**src/rtl/inst_fetch_queue.sv**
```systemverilog
// inst_fetch_queue: fetch PC, credit-limited imem request channel, and a small
// instruction FIFO for decode. A redirect flushes the FIFO and drops all
// responses still in flight.
// Optional feature macro: IFETCH_ALIGN_CHECK_EN (misaligned-redirect fault).
module inst_fetch_queue #(
    parameter int               XLEN     = 64,
    parameter logic [XLEN-1:0]  RESET_PC = '0,
    parameter int               DEPTH    = 4
) (
    input  logic            clk,
    input  logic            rst,
    input  logic            redirect_valid,
    input  logic [XLEN-1:0] redirect_pc,
    output logic            imem_req_valid,
    output logic [XLEN-1:0] imem_req_addr,
    input  logic            imem_req_ready,
    input  logic            imem_resp_valid,
    input  logic [31:0]     imem_resp_data,
    output logic            inst_valid,
    input  logic            inst_ready,
    output logic [31:0]     inst_data,
    output logic [XLEN-1:0] inst_pc,
    output logic            fetch_fault
);
    localparam int PW = $clog2(DEPTH);
    localparam int CW = PW + 1;

    logic [XLEN-1:0] fetch_pc_q, fetch_pc_d;
    logic [CW-1:0]   count_q, count_d;
    logic [CW-1:0]   outst_q, outst_d;
    logic [CW-1:0]   drop_q, drop_d;
    logic [PW-1:0]   rd_ptr_q, rd_ptr_d, wr_ptr_q, wr_ptr_d;
    logic [PW-1:0]   tag_rd_q, tag_rd_d, tag_wr_q, tag_wr_d;
    logic            fault_q, fault_d;

    // FIFO payload and the PC tags of outstanding requests (no reset needed)
    logic [DEPTH-1:0][31:0]     fifo_data_q, fifo_data_d;
    logic [DEPTH-1:0][XLEN-1:0] fifo_pc_q, fifo_pc_d;
    logic [DEPTH-1:0][XLEN-1:0] tag_q, tag_d;

    logic [CW:0] credit;
    logic        accept, push, pop;

    // Request/accept/response/pop decode and next-state computation
    always_comb begin
        fetch_pc_d  = fetch_pc_q;
        count_d     = count_q;
        outst_d     = outst_q;
        drop_d      = drop_q;
        rd_ptr_d    = rd_ptr_q;
        wr_ptr_d    = wr_ptr_q;
        tag_rd_d    = tag_rd_q;
        tag_wr_d    = tag_wr_q;
        fault_d     = fault_q;
        fifo_data_d = fifo_data_q;
        fifo_pc_d   = fifo_pc_q;
        tag_d       = tag_q;

        // FIFO entries plus in-flight requests never exceed DEPTH, so a
        // response always finds room.
        credit         = {1'b0, count_q} + {1'b0, outst_q};
        imem_req_valid = !rst && !redirect_valid && !fault_q &&
                         (credit < (CW+1)'(DEPTH));
        imem_req_addr  = fetch_pc_q;
        accept         = imem_req_valid && imem_req_ready;
        push           = imem_resp_valid && (drop_q == '0) && !redirect_valid;
        pop            = (count_q != '0) && inst_ready && !redirect_valid;

        if (accept) begin
            fetch_pc_d       = fetch_pc_q + XLEN'(4);
            tag_d[tag_wr_q]  = fetch_pc_q;
            tag_wr_d         = tag_wr_q + PW'(1);
        end
        if (imem_resp_valid) begin
            tag_rd_d = tag_rd_q + PW'(1);
            if (drop_q != '0)
                drop_d = drop_q - CW'(1);
        end
        outst_d = outst_q + CW'(accept) - CW'(imem_resp_valid);

        if (push) begin
            fifo_data_d[wr_ptr_q] = imem_resp_data;
            fifo_pc_d[wr_ptr_q]   = tag_q[tag_rd_q];
            wr_ptr_d              = wr_ptr_q + PW'(1);
        end
        if (pop)
            rd_ptr_d = rd_ptr_q + PW'(1);
        count_d = count_q + CW'(push) - CW'(pop);

        // Redirect: flush, and drop every response still owed after this cycle
        if (redirect_valid) begin
            fetch_pc_d = redirect_pc & ~XLEN'(3);
            count_d    = '0;
            rd_ptr_d   = '0;
            wr_ptr_d   = '0;
            drop_d     = outst_d;
`ifdef IFETCH_ALIGN_CHECK_EN
            fault_d    = (redirect_pc[1:0] != 2'b00);
`endif
        end
`ifndef IFETCH_ALIGN_CHECK_EN
        fault_d = 1'b0;
`endif
    end

    // Control state with synchronous reset
    always_ff @(posedge clk) begin
        if (rst) begin
            fetch_pc_q <= RESET_PC;
            count_q    <= '0;
            outst_q    <= '0;
            drop_q     <= '0;
            rd_ptr_q   <= '0;
            wr_ptr_q   <= '0;
            tag_rd_q   <= '0;
            tag_wr_q   <= '0;
            fault_q    <= 1'b0;
        end else begin
            fetch_pc_q <= fetch_pc_d;
            count_q    <= count_d;
            outst_q    <= outst_d;
            drop_q     <= drop_d;
            rd_ptr_q   <= rd_ptr_d;
            wr_ptr_q   <= wr_ptr_d;
            tag_rd_q   <= tag_rd_d;
            tag_wr_q   <= tag_wr_d;
            fault_q    <= fault_d;
        end
    end

    // Storage arrays; contents only matter while covered by count/outstanding
    always_ff @(posedge clk) begin
        fifo_data_q <= fifo_data_d;
        fifo_pc_q   <= fifo_pc_d;
        tag_q       <= tag_d;
    end

    // Head outputs are zero whenever the FIFO is empty
    always_comb begin
        inst_valid  = (count_q != '0);
        inst_data   = inst_valid ? fifo_data_q[rd_ptr_q] : 32'h0;
        inst_pc     = inst_valid ? fifo_pc_q[rd_ptr_q] : '0;
        fetch_fault = fault_q;
    end
endmodule

```
**config.mk**
```make
export PLATFORM = sky130hd
export DESIGN_NAME = inst_fetch_queue
export DESIGN_NICKNAME = d
export VERILOG_FILES = /design/src/rtl/inst_fetch_queue.sv
export SDC_FILE = /design/constraint.sdc
export NUM_CORES = 1
export LEC_CHECK = 0
export BUFFER_PORTS_ARGS = -buffer_cell sky130_fd_sc_hd__buf_2
export CORE_MARGIN = 1.5
export CORE_UTILIZATION = 61
export CTS_BUF_LIST = sky130_fd_sc_hd__clkbuf_2
export DETAILED_ROUTE_END_ITERATION = 16
export GPL_TIMING_DRIVEN = 0
export PLACE_DENSITY = 0.82
export SYNTH_ARGS = -nofsm -noshare
export SYNTH_HDL_FRONTEND = slang
export SYNTH_SLANG_ARGS = --single-unit
```
**constraint.sdc**
```tcl
create_clock -name clk -period 6.9 [get_ports clk]
set_input_delay 1.38 -clock clk [delete_from_list [all_inputs] [get_ports clk]]
set_output_delay 1.38 -clock clk [all_outputs]
set_load 0.05 [all_outputs]
```
=== Word-level counts from Yosys, hierarchy flattened ===
Index checks and enable logic that the tools add are counted.
Widths: inputs -> output; s select.

* Bits in registers: 721
* Latch bits: 0
* Bits in writable memories: 0
* Bits in read-only memories: 0
* Input port bits: 102
* Output and inout bits: 163
* Memories: 0

* Add/sub/neg operators: 11
* $mul: 0
* Div/mod/pow operators: 0
* Order comparisons: 7
* Equal/unequal tests: 0
* Shifts and indexed selects: 0
* Mux-type cells: 22
* Bitwise gates (word level): 0
* Reductions and logical operators: 19

{| class="wikitable"
|+ Operators by type and width
! cell !! count
|-
| $bwmux 256 || 2
|-
| $mux 64 || 7
|-
| $bmux 64 s2 || 2
|-
| $demux 64 s2 || 2
|-
| $bwmux 128 || 1
|-
| $mux 32 || 3
|-
| $add 64x3->64 const B || 1
|-
| $bmux 32 s2 || 1
|-
| $demux 32 s2 || 1
|-
| $lt 2x3->1 const B || 4
|-
| $logic_and 1x1->1 || 9
|-
| $mux 3 || 3
|-
| $add 2x1->2 const B || 4
|-
| $add 3x1->3 || 2
|-
| $reduce_bool 2->1 || 3
|-
| $reduce_bool 3->1 || 2
|-
| $sub 3x1->3 || 2
|-
| $add 3x3->4 || 1
|-
| $ge 2x1->1 const B || 2
|-
| $lt 4x3->1 const B || 1
|-
| $logic_not 3->1 || 1
|-
| $sub 3x1->3 const B || 1
|-
| $logic_not 1->1 || 2
|-
| $reduce_and 2->1 || 1
|-
| $reduce_or 2->1 || 1
|}

=== Depth between registers and ports, before layout ===
Gate-level depths: netlist of the first run.

* Word-level depth: 7
* Depth in mapped cells: 15

=== Worst setup path before layout of the first run ===
OpenSTA, ideal clock, no wires.

* Kind: in2reg
* Start: in redirect_valid
* End: reg fifo_data_q[0] in the netlist's numbering (enable)
* Library setup time: 0.463 ns
* Arrival: 4.401 ns
* Required time: 6.437 ns
* Setup slack: 2.036 ns
* Stages on the path: 2
* Buffers on the path: 0
* Path through: nor4b_1 and2_1

* Cells in the longest elaborated chain, start to end: 2

{| class="wikitable"
|+ Ends and longest elaborated chain
! item !! RTL line !! RTL
|-
| from (decl) || 12 || <nowiki>input logic redirect_valid,</nowiki>
|-
| $logic_not 1->1 || 66 || <nowiki>push = imem_resp_valid && (drop_q == '0) && !redirect_valid;</nowiki>
|-
| $logic_and 1x1->1 || 66 ||
|-
| to (signal assigned) || 133 || <nowiki>fifo_data_q <= fifo_data_d;</nowiki>
|-
| to (decl) || 37 || <nowiki>logic [DEPTH-1:0][31:0] fifo_data_q, fifo_data_d;</nowiki>
|}

Every way passes these cells.
A chain may end at the register's enable or synchronous reset.

=== Worst setup path in the final report of the first run ===
* Start: reg rd_ptr_q[1]
* End: out inst_pc[36]

* Cells in the longest elaborated chain, start to end: 3

{| class="wikitable"
|+ Ends and longest elaborated chain
! item !! RTL line !! RTL
|-
| from (decl) || 32 || <nowiki>logic [PW-1:0] rd_ptr_q, rd_ptr_d, wr_ptr_q, wr_ptr_d;</nowiki>
|-
| from (signal assigned) || 123 || <nowiki>rd_ptr_q <= rd_ptr_d;</nowiki>
|-
| $bmux 64 s2 || 142 || <nowiki>inst_pc = inst_valid ? fifo_pc_q[rd_ptr_q] : '0;</nowiki>
|-
| $mux 64 (implied by the code) || 142 ||
|-
| $mux 64 || 142 ||
|-
| to (decl) || 22 || <nowiki>output logic [XLEN-1:0] inst_pc,</nowiki>
|}

Every way passes these cells. The select of a mux whose other input is x is not followed.

==> impl_metrics.ini, run 1 <==
[run_status]
status = completed

[die]
fp.dieW_um = 216.7
io_pins = 265
rows = 78
start_util_pct = 61.66
die_h_um = 216.7
core_mm2 = 0.04519
design.die.area_mm2 = 0.04696

[worst_setup_path]
critPathBufInv = 4
cp.required_ns = 5.52
arrival_ns = 4.14
cp_top_family = buffers and inverters
cp-start-kind = flip-flop
slowest_stage = buf_1
r2r_start = outst_q[1]
critPathLaunch = rd_ptr_q[1]
path_cells = clkbuf_1 > clkbuf_1 > buf_1 > mux4_2 > and2_1 > buf_2
path_max_fanout = 10
criticalPathCategory = reg2out
worstSetupEndpointType = output port
rrSetupSlack_ns = 2.87
max_stage_delay_ns = 0.75
cpMostUsedCell = clkbuf_1

[power]
switching_power_mw = 2.226
power_mw = 8.344
powerDensity_mw_per_mm2 = 264.0
peakVddDrop_mv = 0.2322
sw_frac_of_total_pct = 26.68
p_clk_share_pct = 31.0
cellInternalPower_mw = 6.118
leakagePower_nw = 11.11
combPwrFrac_pct = 10.2
power_frac_seq_pct = 58.8

[synth]
synthCells = 1524
netlist_area_mm2 = 0.02786
yosys.area_share.simple_pct = 7.689
ys_ff_latch = 703
synthXorXnorAreaFrac_pct = 0.9745
yosys_warnings = 0
synth_edf_count = 624
synth_compound_area_share_pct = 2.964
synth_top_family_by_area = multiplexers
synth_flop_cell = edfxtp_1
syn_area_per_cell_um2 = 18.28
yosysSeqAreaShare_pct = 72.93
synth_fa_ha_area_share_pct = 0.9072
synthMuxAreaShare_pct = 12.91
async_reset_ff_share_pct = 0
post_synth_num_cell_types = 71

[sta]
slew_headroom_pct = 25.67
setup_viol = 0
tightest_slew_ns = 1.111
drv_slew = 0
final.setup.tns_ns = 0
fmax_mhz = 181.1
rsz0062_at_grt = false
holdWs_ns = 0.3103
period_share_pct = 80.02
clock_skew_ns = 0.09574
timing.final.hold_violations = 0
finalWorstSetupSlack_ns = 1.378
min_period_ns = 5.522

[finish]
drive_gt1_share_pct = 35.57
finish.cell_count_without_fillers = 2689
syn2layout_area_growth_pct = 13.47
stdcell_area_mm2 = 0.03161
fillCellCount = 2979
layout.nets = 2082
multi_input_area_mm2 = 0.007133
final_util_pct = 69.96
final-seq-area_mm2 = 0.02032

[clocking]
ctsResizeCount = 0
cts_inserted_buffers = 166
cts_tree = built
cts_root_buffer = clkbuf_2
cts_buffer_depth = 3
holdBufCountCts = 0
h-tree-depth = 4
post-cts-setup-buffers = 0
cts_sinks = 703
clkTransAtPathRegs_ns = 0.11
insertion_delay_ns = 1.32

[placed_design]
port_buffers = 257
gp_congestion = 0.9255
dpl.cell_count = 2393
hpwl_um = 41820
post-place-ws_ns = 2.025
placed_area_mm2 = 0.03012

[job]
drv_cap = 0

[routing]
wire_per_inst_um = 23.70
routed_wl_um = 63740
viasPerCell = 6.053
vias = 16280
drtIter0Drc = 1790
drc = 0
first_pass_iters = 5
ant_nets = 0

[global_routing]
grt_antenna_before_repair = 4
grt_max_degree = 59
grtUsageTotal_pct = 27.99
grt_pass1_vias = 16190
global_route.overflow_total = 0
grt_pass1_wl_um = 95530

[worst_hold_path]
min_from = imem_resp_data[15]
hp-class = in2reg
## per-layer routing
metal | vias up | track usage [%] | share of wire [%] | routed length, µm
met3 | 155 | 7.986 | 9.2 | 5868
met1 | 8146 | 37.82 | 39 | 25140
met2 | 868 | 43.01 | 48 | 30600
li1 | 7103 | - | - | -
met4 | 4 | 12.41 | 3.3 | 2105
met5 | - | 0 | 0.041 | 26
## sequential cells by signal (all words and copies together), names as in the netlist
signal,count
count_q,3
drop_q,3
fifo_data_q,128
fifo_pc_q,248
imem_req_addr,62
outst_q,3
rd_ptr_q,2
tag_q,248
tag_rd_q,2
tag_wr_q,2
wr_ptr_q,2
## cells in the mapped netlist (all sizes together), types with 18 or more instances
| cell | number | area [µm²] |
|---|---|---|
| nand4 | 28 | 211.5 |
| and2 | 113 | 708.2 |
| clkbuf | 54 | 215.2 |
| dfxtp | 79 | 1582 |
| nand2 | 65 | 246.5 |
| xnor2 | 18 | 157.7 |
| buf | 32 | 155.2 |
| a21oi | 30 | 150.1 |
| o21ai | 21 | 105.1 |
| edfxtp | 624 | 18740 |
| a31oi | 24 | 150.1 |
| nand3 | 35 | 192.7 |
| nor2 | 56 | 217.7 |
| mux4 | 156 | 3513 |
| inv | 21 | 78.83 |
## cells by family after synthesis
kind of cell | count (synthesis)
other | 1
AND/OR/NAND/NOR | 371
buffers and inverters | 107
XOR/XNOR | 31
flip-flops | 703
adder cells (fa/ha/maj) | 19
AO/OA/AOI/OAI | 128
multiplexers | 164
## placed cells by master, fill, tap and decap left out, types with 33 or more instances in the layout
master	instances
buf_2	267
nand3_1	33
edfxtp_1	624
and2_1	104
clkbuf_2	253
mux4_2	156
nand2_1	64
dfxtp_1	79
nor2_1	55
clkbuf_1	51
## worst paths after layout
| kind | end | cells past startpoint |
|---|---|---|
| setup reg to reg | drop_q[2] | 15 |
| hold reg to reg | tag_wr_q[1] | 2 |
| setup / recovery | inst_pc[36] | 6 |
| hold / removal | fifo_data_q[111] | 1 |
## worst reg2reg max path, delay by kind of cell (launching register included)
kind	cells	cell delay [ns]
AO/OA/AOI/OAI	1	0.22
XOR/XNOR	2	0.30
adder cells (fa/ha/maj)	4	1.17
buffers and inverters	6	1.62
flip-flops	1	0.35
AND/OR/NAND/NOR	2	0.26
## power by group through the flow
stage | registers (mW) | clock network (mW) | logic (mW)
after floorplan | 5.05 | 0 | 0.502
after global routing | 4.92 | 2.88 | 0.905
final | 4.90 | 2.59 | 0.853
after detailed placement | 5.00 | 0 | 0.852
after global placement | 5.00 | 0 | 0.819
after CTS | 4.90 | 2.65 | 0.854
## cell type report
class | count | area share [%]
clock buffer | 251 | 3.974
tap | 600 | 2.375
inverter | 21 | 0.2493
antenna | 3 | 0.02375
timing repair buffer | 265 | 4.670
sequential | 703 | 64.28
clock inverter | 42 | 0.6966
multi-input combinational | 718 | 22.56
buffer | 86 | 1.172
No activity file was read; power rests on OpenSTA's default activity.
==> run 2: changes to the inputs <==
==> constraint.sdc (replaced) <==
create_clock -name clk -period 5.5 [get_ports clk]
set_input_delay 1.1 -clock clk [delete_from_list [all_inputs] [get_ports clk]]
set_output_delay 1.1 -clock clk [all_outputs]
set_load 0.05 [all_outputs]
==> run 2 against run 1 <==
Effect of this change:
- critical path type unchanged
- non-clock buffer count is 73 higher
- clock skew rose by 0.0047 ns
- utilization up 1.6 points
- global-route usage increased by 0.59 points
- clock power grew 26%
- worst hold slack got worse by 0.18 ns
- flip-flop and latch count unchanged
- combinational power rose by 30%
- final area up 2.3%
- highest routed layer unchanged
- die area unchanged
- cell count increased by 2.9%
- sequential share of layout area is 1.5 points lower
==> impl_metrics.ini, run 2 (synthesis results as in run 1) <==
[clocking]
holdBufCountCts = 73
cts_root_buffer = clkbuf_2
cts_inserted_buffers = 166
h-tree-depth = 4
post-cts-setup-buffers = 0
cts_buffer_depth = 3
ctsResizeCount = 0
cts_sinks = 703
cts_tree = built
insertion_delay_ns = 1.34
clkTransAtPathRegs_ns = 0.11

[sta]
holdWs_ns = 0.1327
slew_headroom_pct = 24.00
finalWorstSetupSlack_ns = 0.2531
clock_skew_ns = 0.1005
tightest_slew_ns = 1.136
timing.final.hold_violations = 0
drv_slew = 0
period_share_pct = 95.40
min_period_ns = 5.247
fmax_mhz = 190.6
setup_viol = 0

[finish]
syn2layout_area_growth_pct = 16.13
drive_gt1_share_pct = 34.37
top_regs = fifo_pc_q (248), tag_q (248), fifo_data_q (128)
layout.nets = 2155
final_util_pct = 71.60
layout_common_cells = edfxtp_1, buf_2, clkbuf_2
final_common_cell = edfxtp_1

[worst_setup_path]
worstSetupEndpointType = output port
path_cells = clkbuf_1 > clkbuf_1 > buf_1 > mux4_2 > and2_1 > buf_2
slowest_stage = buf_1
max_stage_delay_ns = 0.73
cp.required_ns = 4.40
criticalPathCategory = reg2out
cpMostUsedCell = clkbuf_1
critPathBufInv = 4
cp_top_family = buffers and inverters
arrival_ns = 4.15
cp-start-kind = flip-flop
path_max_fanout = 10

[placed_design]
hpwl_um = 41820
gp_congestion = 0.9255
port_buffers = 257
post-place-ws_ns = 0.9047

[die]
die_h_um = 216.7
io_pins = 265
fp.dieW_um = 216.7
design.die.area_mm2 = 0.04696
start_util_pct = 61.66
rows = 78
core_mm2 = 0.04519

[power]
powerDensity_mw_per_mm2 = 325.5
peakVddDrop_mv = 0.2367
leakagePower_nw = 11.42

[routing]
ant_nets = 0
routed_wl_um = 65060
drtIter0Drc = 1818
drc = 0
vias = 16600
viasPerCell = 6.001
first_pass_iters = 8
wire_per_inst_um = 23.52

[global_routing]
grt_pass1_vias = 16650
grt_max_degree = 59
grt_pass1_wl_um = 97680
grtUsageTotal_pct = 28.58
global_route.overflow_total = 0
grt_antenna_before_repair = 3

[worst_hold_path]
hp-class = in2reg

[run_status]
status = completed

[job]
drv_cap = 0
-- run 2: per-stage QoR --
step,total power [mW],TNS [ns],cells,area [µm²]
after detailed placement,7.339,0,2393,30120
after global placement,7.299,-585.90,2385,29910
after global routing,10.97,-0.04782,2766,32350
final,10.53,0,2766,32350
after floorplan,6.966,0,1528,27880
after CTS,10.58,0,2759,32330
-- run 2: cell type report --
type	count	area (µm²)
plain buffers	86	370.4
clock buffers	251	1256
diodes	7	17.52
multi-input cells	718	7133
well taps	600	750.7
fillers	2879	12830
flip-flops and latches	703	20320
clock inverters	42	220.2
repair buffers	338	2207
inverters	21	78.83
-- run 2: path summary, 6_finish.rpt --
kind / from / end / slack, ns / depth (start not counted)
worst max-delay path: rd_ptr_q[1] / inst_pc[38] / 0.25 / 6
worst min-delay path: redirect_pc[22] / imem_req_addr[22] / 0.13 / 3
worst max register to register: outst_q[1] / drop_q[2] / 1.47 / 15
worst min register to register: tag_wr_q[1] / tag_wr_q[1] / 0.51 / 2
-- run 2: worst min-delay path, delay by kind of cell --
| family | cells | cell delay [ns] |
|---|---|---|
| AO/OA/AOI/OAI | 2 | 0.22 |
| buffers and inverters | 1 | 0.11 |
-- run 2: layer usage --
layer | global-route usage [%] | vias to the layer above | part of all wire, % | wire, µm
met5 | 0 | - | 0.0061 | 4
met3 | 8.744 | 161 | 10 | 6575
met1 | 37.93 | 8205 | 38 | 24920
met4 | 12.45 | 2 | 3.5 | 2266
li1 | - | 7257 | - | -
met2 | 44.28 | 973 | 48 | 31300
-- run 2: where the power goes --
| group | switching, mW | total (mW) | internal [mW] |
|---|---|---|---|
| registers | 0.125 | 6.15 | 6.03 |
| clock network | 1.97 | 3.27 | 1.30 |
| logic | 0.729 | 1.11 | 0.383 |
| total | 2.82 | 10.5 | 7.71 |
